[src/rtl/uart_pkg.sv]
// Shared types, constants and divider helper for the uart block.
package uart_pkg;

   typedef enum logic [1:0] {
      IDLE  = 2'd0,
      START = 2'd1,
      DATA  = 2'd2,
      STOP  = 2'd3
   } uart_state_e;

   localparam int DATA_BITS = 8;

   function automatic int calc_div(input int clock_freq, input int baud_rate);
      return clock_freq / baud_rate;
   endfunction

endpackage

[src/rtl/uart_bit_timer.sv]
// Loadable down-counter; o_tc is high during the last cycle of a loaded period.
module uart_bit_timer #(
   parameter int W = 9
) (
   input  logic         i_clk,
   input  logic         i_rst_n,
   input  logic         i_load,
   input  logic [W-1:0] i_load_val,
   output logic         o_tc
);

   logic [W-1:0] r_cnt;
   logic         r_run;

   // Loading N-1 yields a terminal pulse N cycles later; reloading on that pulse keeps periods exact.
   always_ff @(posedge i_clk or negedge i_rst_n) begin
      if (!i_rst_n) begin
         r_cnt <= {W{1'b0}};
         r_run <= 1'b0;
      end else if (i_load) begin
         r_cnt <= i_load_val;
         r_run <= 1'b1;
      end else if (r_run) begin
         if (r_cnt == {W{1'b0}}) begin
            r_run <= 1'b0;
         end else begin
            r_cnt <= r_cnt - {{(W-1){1'b0}}, 1'b1};
         end
      end
   end

   assign o_tc = r_run && (r_cnt == {W{1'b0}});

endmodule

[src/rtl/uart.sv]
// Full-duplex 8N1 UART with integer baud divider.
// Define UART_RX_FRAME_ERR_EN to add the o_rx_frame_err pulse output.
module uart
   import uart_pkg::*;
#(
   parameter int CLOCK_FREQ = 50_000_000,
   parameter int BAUD_RATE  = 115_200
) (
   input  logic                 i_clk,
   input  logic                 i_rst_n,
   input  logic                 i_rx,
   output logic                 o_tx,
   output logic                 o_rx_valid,
   output logic [DATA_BITS-1:0] o_rx_data,
   input  logic [DATA_BITS-1:0] i_tx_data,
   input  logic                 i_tx_start,
   output logic                 o_tx_busy
`ifdef UART_RX_FRAME_ERR_EN
   ,
   output logic                 o_rx_frame_err
`endif
);

   localparam int DIV = calc_div(CLOCK_FREQ, BAUD_RATE);
   localparam int TW  = $clog2(DIV);
   localparam logic [TW-1:0] FULL_BIT = TW'(DIV - 1);
   localparam logic [TW-1:0] HALF_BIT = TW'(DIV / 2 - 1);
   localparam logic [2:0]    LAST_BIT = 3'(DATA_BITS - 1);

   uart_state_e          r_tx_state, w_tx_state_nxt;
   logic [DATA_BITS-1:0] r_tx_shift, w_tx_shift_nxt;
   logic [2:0]           r_tx_bit, w_tx_bit_nxt;
   logic                 r_tx, w_tx_nxt, r_tx_busy, w_tx_busy_nxt;
   logic                 w_tx_load, w_tx_tc;

   uart_state_e          r_rx_state, w_rx_state_nxt;
   logic [DATA_BITS-1:0] r_rx_shift, w_rx_shift_nxt, r_rx_data, w_rx_data_nxt;
   logic [2:0]           r_rx_bit, w_rx_bit_nxt;
   logic                 r_rx_valid, w_rx_valid_nxt;
   logic                 r_rx_meta, r_rx_sync, r_rx_prev;
   logic                 w_rx_load, w_rx_tc;
   logic [TW-1:0]        w_rx_load_val;
`ifdef UART_RX_FRAME_ERR_EN
   logic                 r_rx_ferr, w_rx_ferr_nxt;
`endif

   uart_bit_timer #(.W(TW)) u_tx_timer (
      .i_clk(i_clk), .i_rst_n(i_rst_n), .i_load(w_tx_load),
      .i_load_val(FULL_BIT), .o_tc(w_tx_tc)
   );

   uart_bit_timer #(.W(TW)) u_rx_timer (
      .i_clk(i_clk), .i_rst_n(i_rst_n), .i_load(w_rx_load),
      .i_load_val(w_rx_load_val), .o_tc(w_rx_tc)
   );

   always_ff @(posedge i_clk or negedge i_rst_n) begin
      if (!i_rst_n) begin
         r_tx_state <= IDLE;
         r_tx_shift <= {DATA_BITS{1'b0}};
         r_tx_bit   <= 3'd0;
         r_tx       <= 1'b1;
         r_tx_busy  <= 1'b0;
      end else begin
         r_tx_state <= w_tx_state_nxt;
         r_tx_shift <= w_tx_shift_nxt;
         r_tx_bit   <= w_tx_bit_nxt;
         r_tx       <= w_tx_nxt;
         r_tx_busy  <= w_tx_busy_nxt;
      end
   end

   // The line level is registered, so each bit value is chosen one cycle before it appears.
   always_comb begin
      w_tx_state_nxt = r_tx_state;
      w_tx_shift_nxt = r_tx_shift;
      w_tx_bit_nxt   = r_tx_bit;
      w_tx_nxt       = r_tx;
      w_tx_busy_nxt  = r_tx_busy;
      w_tx_load      = 1'b0;
      case (r_tx_state)
         IDLE: begin
            if (i_tx_start) begin
               w_tx_state_nxt = START;
               w_tx_shift_nxt = i_tx_data;
               w_tx_nxt       = 1'b0;
               w_tx_busy_nxt  = 1'b1;
               w_tx_load      = 1'b1;
            end else begin
               w_tx_nxt      = 1'b1;
               w_tx_busy_nxt = 1'b0;
            end
         end
         START: begin
            if (w_tx_tc) begin
               w_tx_state_nxt = DATA;
               w_tx_nxt       = r_tx_shift[0];
               w_tx_shift_nxt = {1'b0, r_tx_shift[DATA_BITS-1:1]};
               w_tx_bit_nxt   = 3'd0;
               w_tx_load      = 1'b1;
            end else begin
               w_tx_load = 1'b0;
            end
         end
         DATA: begin
            if (w_tx_tc) begin
               w_tx_load = 1'b1;
               if (r_tx_bit == LAST_BIT) begin
                  w_tx_state_nxt = STOP;
                  w_tx_nxt       = 1'b1;
               end else begin
                  w_tx_bit_nxt   = r_tx_bit + 3'd1;
                  w_tx_nxt       = r_tx_shift[0];
                  w_tx_shift_nxt = {1'b0, r_tx_shift[DATA_BITS-1:1]};
               end
            end else begin
               w_tx_load = 1'b0;
            end
         end
         STOP: begin
            if (w_tx_tc) begin
               w_tx_state_nxt = IDLE;
               w_tx_busy_nxt  = 1'b0;
               w_tx_nxt       = 1'b1;
            end else begin
               w_tx_load = 1'b0;
            end
         end
         default: begin
            w_tx_state_nxt = IDLE;
            w_tx_nxt       = 1'b1;
            w_tx_busy_nxt  = 1'b0;
         end
      endcase
   end

   // r_rx_prev makes IDLE wait for the line to return high before another start is seen.
   always_ff @(posedge i_clk or negedge i_rst_n) begin
      if (!i_rst_n) begin
         r_rx_meta  <= 1'b1;
         r_rx_sync  <= 1'b1;
         r_rx_prev  <= 1'b1;
         r_rx_state <= IDLE;
         r_rx_shift <= {DATA_BITS{1'b0}};
         r_rx_bit   <= 3'd0;
         r_rx_data  <= {DATA_BITS{1'b0}};
         r_rx_valid <= 1'b0;
      end else begin
         r_rx_meta  <= i_rx;
         r_rx_sync  <= r_rx_meta;
         r_rx_prev  <= r_rx_sync;
         r_rx_state <= w_rx_state_nxt;
         r_rx_shift <= w_rx_shift_nxt;
         r_rx_bit   <= w_rx_bit_nxt;
         r_rx_data  <= w_rx_data_nxt;
         r_rx_valid <= w_rx_valid_nxt;
      end
   end

`ifdef UART_RX_FRAME_ERR_EN
   always_ff @(posedge i_clk or negedge i_rst_n) begin
      if (!i_rst_n) begin
         r_rx_ferr <= 1'b0;
      end else begin
         r_rx_ferr <= w_rx_ferr_nxt;
      end
   end
   assign o_rx_frame_err = r_rx_ferr;
`endif

   always_comb begin
      w_rx_state_nxt = r_rx_state;
      w_rx_shift_nxt = r_rx_shift;
      w_rx_bit_nxt   = r_rx_bit;
      w_rx_data_nxt  = r_rx_data;
      w_rx_valid_nxt = 1'b0;
      w_rx_load      = 1'b0;
      w_rx_load_val  = FULL_BIT;
`ifdef UART_RX_FRAME_ERR_EN
      w_rx_ferr_nxt  = 1'b0;
`endif
      case (r_rx_state)
         IDLE: begin
            if (r_rx_prev && !r_rx_sync) begin
               w_rx_state_nxt = START;
               w_rx_load      = 1'b1;
               w_rx_load_val  = HALF_BIT;
            end else begin
               w_rx_load = 1'b0;
            end
         end
         START: begin
            if (w_rx_tc) begin
               if (!r_rx_sync) begin
                  w_rx_state_nxt = DATA;
                  w_rx_bit_nxt   = 3'd0;
                  w_rx_load      = 1'b1;
               end else begin
                  w_rx_state_nxt = IDLE;
               end
            end else begin
               w_rx_load = 1'b0;
            end
         end
         DATA: begin
            if (w_rx_tc) begin
               w_rx_shift_nxt = {r_rx_sync, r_rx_shift[DATA_BITS-1:1]};
               w_rx_load      = 1'b1;
               if (r_rx_bit == LAST_BIT) begin
                  w_rx_state_nxt = STOP;
               end else begin
                  w_rx_bit_nxt = r_rx_bit + 3'd1;
               end
            end else begin
               w_rx_load = 1'b0;
            end
         end
         STOP: begin
            if (w_rx_tc) begin
               w_rx_state_nxt = IDLE;
               if (r_rx_sync) begin
                  w_rx_data_nxt  = r_rx_shift;
                  w_rx_valid_nxt = 1'b1;
               end else begin
`ifdef UART_RX_FRAME_ERR_EN
                  w_rx_ferr_nxt  = 1'b1;
`else
                  w_rx_valid_nxt = 1'b0;
`endif
               end
            end else begin
               w_rx_load = 1'b0;
            end
         end
         default: begin
            w_rx_state_nxt = IDLE;
         end
      endcase
   end

   assign o_tx       = r_tx;
   assign o_tx_busy  = r_tx_busy;
   assign o_rx_valid = r_rx_valid;
   assign o_rx_data  = r_rx_data;

endmodule

[config.mk]
export PLATFORM = sky130hd
export DESIGN_NAME = uart
export DESIGN_NICKNAME = d
export VERILOG_FILES = /design/src/rtl/uart_pkg.sv /design/src/rtl/uart_bit_timer.sv /design/src/rtl/uart.sv
export SDC_FILE = /design/constraint.sdc
export NUM_CORES = 1
export LEC_CHECK = 0
export BUFFER_PORTS_ARGS = -buffer_cell sky130_fd_sc_hd__buf_2
export CAP_MARGIN = 20
export CORE_ASPECT_RATIO = 1.2
export CORE_MARGIN = 8
export CORE_UTILIZATION = 39
export CTS_CLUSTER_DIAMETER = 120
export CTS_CLUSTER_SIZE = 10
export DETAILED_ROUTE_END_ITERATION = 8
export PLACE_DENSITY = 0.55
export SLEW_MARGIN = 20
export SYNTH_ARGS = -nofsm -noshare
export SYNTH_HDL_FRONTEND = slang
export SYNTH_SLANG_ARGS = --single-unit
[constraint.sdc]
create_clock -name i_clk -period 1.68 [get_ports i_clk]
set_input_delay 0.252 -clock i_clk [delete_from_list [all_inputs] [get_ports i_clk]]
set_output_delay 0.252 -clock i_clk [all_outputs]
set_load 0.05 [all_outputs]
Yosys cells after proc, flatten, opt, wreduce, memory -nomap -nowiden
Index checks and enable logic that the tools add are counted.
{ "classes": {"order_cmp": 0, "n_reduce_logical": 26, "addsub": 4, "multipliers": 0, "eq_ne": 23, "div_mod_pow": 0, "shifts": 0, "n_mux": 60, "bitwise": 0} }
{ "ops": {"columns": ["cell", "count"], "rows": [
  ["two-way mux 9 bit", 8],
  ["two-way mux 8 bit", 4],
  ["case mux 8 bit (3 select lines)", 1],
  ["two-way mux 2 bit", 11],
  ["two-way mux 1 bit", 21],
  ["two-way mux 3 bit", 7],
  ["AND reduction 5 bit", 4],
  ["zero test 9 bit", 2],
  ["subtractor 9 x 1 -> 9 bit (second input constant)", 2],
  ["!= test 2 x 1 -> 1 bit (second input constant)", 8],
  ["case mux 2 bit (4 select lines)", 2],
  ["!= test 2 bit (second input constant)", 7],
  ["case mux 3 bit (2 select lines)", 2],
  ["nonzero test 2 bit", 5],
  ["equality test 2 bit (second input constant)", 4],
  ["case mux 1 bit (4 select lines)", 2],
  ["AND reduction 2 bit", 4],
  ["adder 3 x 1 -> 3 bit (second input constant)", 2],
  ["equality test 3 bit (second input constant)", 2],
  ["AND reduction 3 bit", 2],
  ["equality test 2 x 1 -> 1 bit (second input constant)", 2],
  ["zero test 2 bit", 2],
  ["AND reduction 4 bit", 1],
  ["logical AND 1 bit", 3],
  ["5 further kinds", 5]
]} }
{ "word_totals": {"reg_bits": 60, "romBits": 0, "latch_bits": 0, "ramBits": 0, "inputBits": 12, "memories": 0} }

Longest topological paths before layout
{ "logic_depth": {"ltp_word": 6, "ltp_mapped": 8, "mapped_depth_nobuf": 6} }

Modules after synthesis
A second synthesis with hierarchy kept.
{ "unflattened": {"hier_cells": 319, "area_unflattened_um2": 3238.1} }
{ "by_module_without_submodules": {"columns": ["mod", "seq_area_each_um2", "cells_per_inst", "area_each_um2", "n_inst"], "rows": [
  ["uart", 1006.0, 165, 1851.8, 1],
  ["uart_bit_timer", 250.2, 77, 693.2, 2]
]} }

Worst setup path before layout
No wires, ideal clock.
{ "synth_timing": {"path_kind": "reg-to-reg", "start": "reg u_tx_timer.r_cnt[0]", "end": "reg r_tx_shift[0]", "t_arrival_ps": 1735, "setup_ps": 125, "path_stages_with_launch": 7, "required_ps": 1555, "path_slack_ps": -179, "cell_sequence": "dfrtp_1 > inv_1 > ha_1 > nor3b_1 > a31oi_1 > nor3_4 > mux2_2"} }
{ "synth_between": {"elab_chain_len": 4, "elab_cells_between_ends": 5} }
{ "synth_rtl": {"columns": ["element", "line_no", "source"], "rows": [
  ["from (decl)", "uart_bit_timer.sv:12", "logic [W-1:0] r_cnt;"],
  ["from (signal assigned)", "uart_bit_timer.sv:18", "r_cnt <= {W{1'b0}};"],
  ["from (signal assigned)", "uart_bit_timer.sv:21", "r_cnt <= i_load_val;"],
  ["from (signal assigned)", "uart_bit_timer.sv:27", "r_cnt <= r_cnt - {{(W-1){1'b0}}, 1'b1};"],
  ["zero test 9 bit (*)", "uart_bit_timer.sv:32", "assign o_tc = r_run && (r_cnt == {W{1'b0}});"],
  ["logical AND 1 bit (*)", "uart_bit_timer.sv:32", null],
  ["!= test 2 x 1 -> 1 bit (no line)", null, null],
  ["AND reduction 5 bit (no line) (*)", null, null],
  ["to (signal assigned)", "uart.sv:60", "r_tx_shift <= {DATA_BITS{1'b0}};"],
  ["to (signal assigned)", "uart.sv:66", "r_tx_shift <= w_tx_shift_nxt;"],
  ["to (decl)", "uart.sv:31", "logic [DATA_BITS-1:0] r_tx_shift, w_tx_shift_nxt;"]
]} }
Mark *: on every way between the ends. The rest lies on a longest branch, timed or not.
A chain may end at the register's enable or synchronous reset.

Final worst setup path
{ "layout_timing": {"start": "reg u_tx_timer.r_cnt[3]", "end": "reg r_tx_shift[3]"} }
The elaborated chain is that of the path after synthesis.

==> results_dict.tcl <==
set metrics [dict create \
    outcome "finished with violations" \
    slew_headroom_pct 68.5 \
    overflow 0 \
    power.switching_uw 2430 \
    synth_area_per_cell_um2 11.3 \
    postSynthCellCount 260 \
    cp.buffers_inverters 1 \
    cts_tree "built" \
    pre_cts_slack_ps -138 \
    post-route-period-util_pct 106 \
    fp-row-count 34 \
    drc 0 \
    max_freq_mhz 560 \
    clock_sinks 60 \
    pwr-share-seq_pct 31.7 \
    p_clk_share_pct 20.3 \
    clkTransAtPathRegs_ps 80 \
    finalWorstSetupSlack_ps -105 \
    regToRegEndpoint "r_tx_shift[3]" \
    startpoint_type "flop" \
    die_x_um 95.3 \
    peakVddDrop_mv 1.27 \
    cp-end-kind "flop" \
    synth_flop_cell "dfrtp_1" \
    dpl.hpwl_um 4380 \
    drive_gt1_share_pct 51.7 \
    clock_path_buffers 2 \
    swShare_pct 35.7 \
    synthToLayoutAreaGrowth_pct 43.8 \
    n_antenna_cell 0 \
    grtUsageTotal_pct 13.2 \
    design_area_um2 4240 \
    p_int_uw 4380 \
    nNetsFinal 377 \
    mostFrequentLayoutCells "dfrtp_1, buf_4, mux2_2, buf_2, nand2_1" \
    dr.pass1.iters 4 \
    via_count 2371 \
    io_pins 23 \
    ant_nets 0 \
    vias_per_cell 5.27 \
    drtIter0Drc 42 \
    reg2reg_from "u_tx_timer.r_cnt[3]" \
    syn_area_um2 2950 \
    hp-start "i_tx_start" \
    setup_viol 23 \
    synth_enable_flop_cells 0 \
    grt_pass1_vias 2420 \
    min_path_cells 3 \
    cp_data_required_time_ps 1910 \
    antenna_found_initial 0 \
    p_leak_uw 0.00200 \
    cp_max_fo 8 \
    finalHoldViolations 0 \
    hold_path.class "in -> reg" \
    p_comb_share_pct 48.1 \
    period_minus_slack_ps 1780 \
    p_per_area_nw_per_um2 1610 \
    critPathTopFamily "simple AND/OR/NAND/NOR gates" \
    cts_root_buf "clkbuf_8" \
    die_area_um2 10600 \
    min_to "o_tx_busy" \
    ys_seq_area_share_pct 51.1 \
    final_core_util_pct 58.2 \
    arrival_ps 2020 \
    wl_per_cell_um 15.1 \
    cpPeakStageDelay_ps 410 \
    syn_nets 282 \
    start_util_pct 40.5 \
    portBuffers 22 \
    clock_latency_ps 350 \
    ys_ff_latch 60 \
    cp_slowest_cell "dfrtp_1" \
    crit_type "reg -> reg" \
    grt_first_pass_wirelength_um 11000 \
    die_y_um 111 \
    coreArea_um2 7270 \
    reg2reg_setup_slack_ps -100 \
    gp_congestion 0.756 \
    yosysWarnings 0 \
    maxCapViolations 0 \
    worst_slew_pin_slew_ps 467 \
    place_area_um2 3570 \
    wl_um 6800 \
    crit_chain "nor4_4 -> a31oi_2 -> nor3_4 -> buf_12 -> mux2_4" \
    ff2ff_path_depth 5 \
    async_reset_ff_share_pct 100 \
    fin_skew_ps 9.49 \
    final_max_slew_viol_count 0 \
    h-tree-depth 3 \
    numCtsBuffers 9 \
    ys_types 46 \
    rsz0062_at_grt "yes" \
    violations "setup timing" \
    grt_start_max_net_pins 30 \
]
## cell type report
cell class,count,area (µm²)
clock buffer,9,124
clock inverter,7,82.6
fill,602,3040
inverter,11,41.3
multi-input combinational,182,1660
sequential,60,1510
tap,90,113
timing repair buffer,91,704
## sequential cells by signal (all words and copies together), names as in the netlist, 2 cells and up, named ones only
name / count
r_rx_shift: 8
r_tx_state: 2
u_rx_timer.r_cnt: 9
o_rx_data: 8
u_tx_timer.r_cnt: 9
r_tx_bit: 3
r_rx_bit: 3
r_tx_shift: 8
## through the flow
step	TNS, ps	hold slack, ps	power [µW]	instances
2_1_floorplan	-2220	-43.6	3740	260
3_3_place_gp	-2490	222	4770	415
3_5_place_dp	-3260	228	4780	415
4_1_cts	-1040	203	6320	439
5_1_grt	-3460	207	7250	450
6_report	-1430	211	6820	450
## cell families after synthesis
kind of cell             Yosys count  synth area share (%)
AND/OR/NAND/NOR                   85                  17.1
adder cells (fa/ha/maj)           10                  4.25
buffers and inverters             19                  2.59
flip-flops                        60                  51.1
AO/OA/AOI/OAI                     44                  9.56
XOR/XNOR                           7                  2.08
multiplexers                      35                  13.3
## power by group through the flow
| stage | Sequential [µW] | Clock, µW | Combinational, µW |
|---|---|---|---|
| CTS | 2130 | 1430 | 2760 |
| detailed placement | 2130 | 0 | 2650 |
| floorplan | 2210 | 0 | 1530 |
| global route | 2200 | 1480 | 3570 |
| finish | 2160 | 1380 | 3280 |
| global placement | 2130 | 0 | 2640 |
## how the worst max path moves through the flow
stage                     cells after the start  slack [ps]           startpoint                   to
final                                         5        -100  u_tx_timer.r_cnt[3]        r_tx_shift[3]
after global routing                          7        -180  u_rx_timer.r_cnt[1]         o_rx_data[6]
after CTS                                     7        -120  u_tx_timer.r_cnt[1]        r_tx_shift[4]
after detailed placement                      5        -140  u_rx_timer.r_cnt[1]  u_rx_timer.r_cnt[5]
after global placement                        5        -130  u_rx_timer.r_cnt[1]  u_rx_timer.r_cnt[5]
after floorplan                               4        -170  u_tx_timer.r_cnt[4]        r_tx_shift[0]
## cell usage after synthesis, types with 2 or more instances
library cell	count	area (µm²)
buf_2	4	20.0
dfrtp_1	56	1400
nor2_1	15	56.3
mux2_2	32	360
a311oi_1	3	26.3
o21ai_0	9	45.0
nand3_1	8	40.0
inv_1	11	41.3
ha_1	10	125
nand4b_1	4	35.0
a211oi_1	2	15.0
xor2_1	3	26.3
nor3b_1	2	15.0
a32o_1	2	20.0
nand2_1	22	82.6
or3b_2	2	17.5
o311ai_0	2	17.5
nor3_1	5	25.0
nor2b_1	5	31.3
or4b_2	2	20.0
xnor2_1	4	35.0
a21oi_1	16	80.1
mux2i_1	3	30.0
nand2b_1	6	37.5
a31oi_1	3	18.8
dfstp_2	4	105
nor4b_1	4	35.0
clkbuf_1	3	11.3
## timing repair
action / CTS / global route
setup endpoints to repair: 40 / 49
buffers inserted: 5 / 12
gates cloned: 1 / 0
hold buffers: 2 / 0
hold endpoints to repair: 16 / 0
pin swaps: 6 / 19
resized for setup: 20 / 55
## worst min-delay path, cell delays in order
cell     delay (ps)
buf_2            90
mux2i_1          60
o21ai_0         120
## per-layer routing
metal | global-route usage, % | vias to the layer above | part of all wire, %
li1 | - | 1137 | -
met4 | 6.47 | 0 | 1.9
met5 | 0 | - | 0
met3 | 3.46 | 11 | 2.9
met1 | 14.5 | 1194 | 42
met2 | 22.4 | 29 | 54
(Power assumes the default switching activity.)
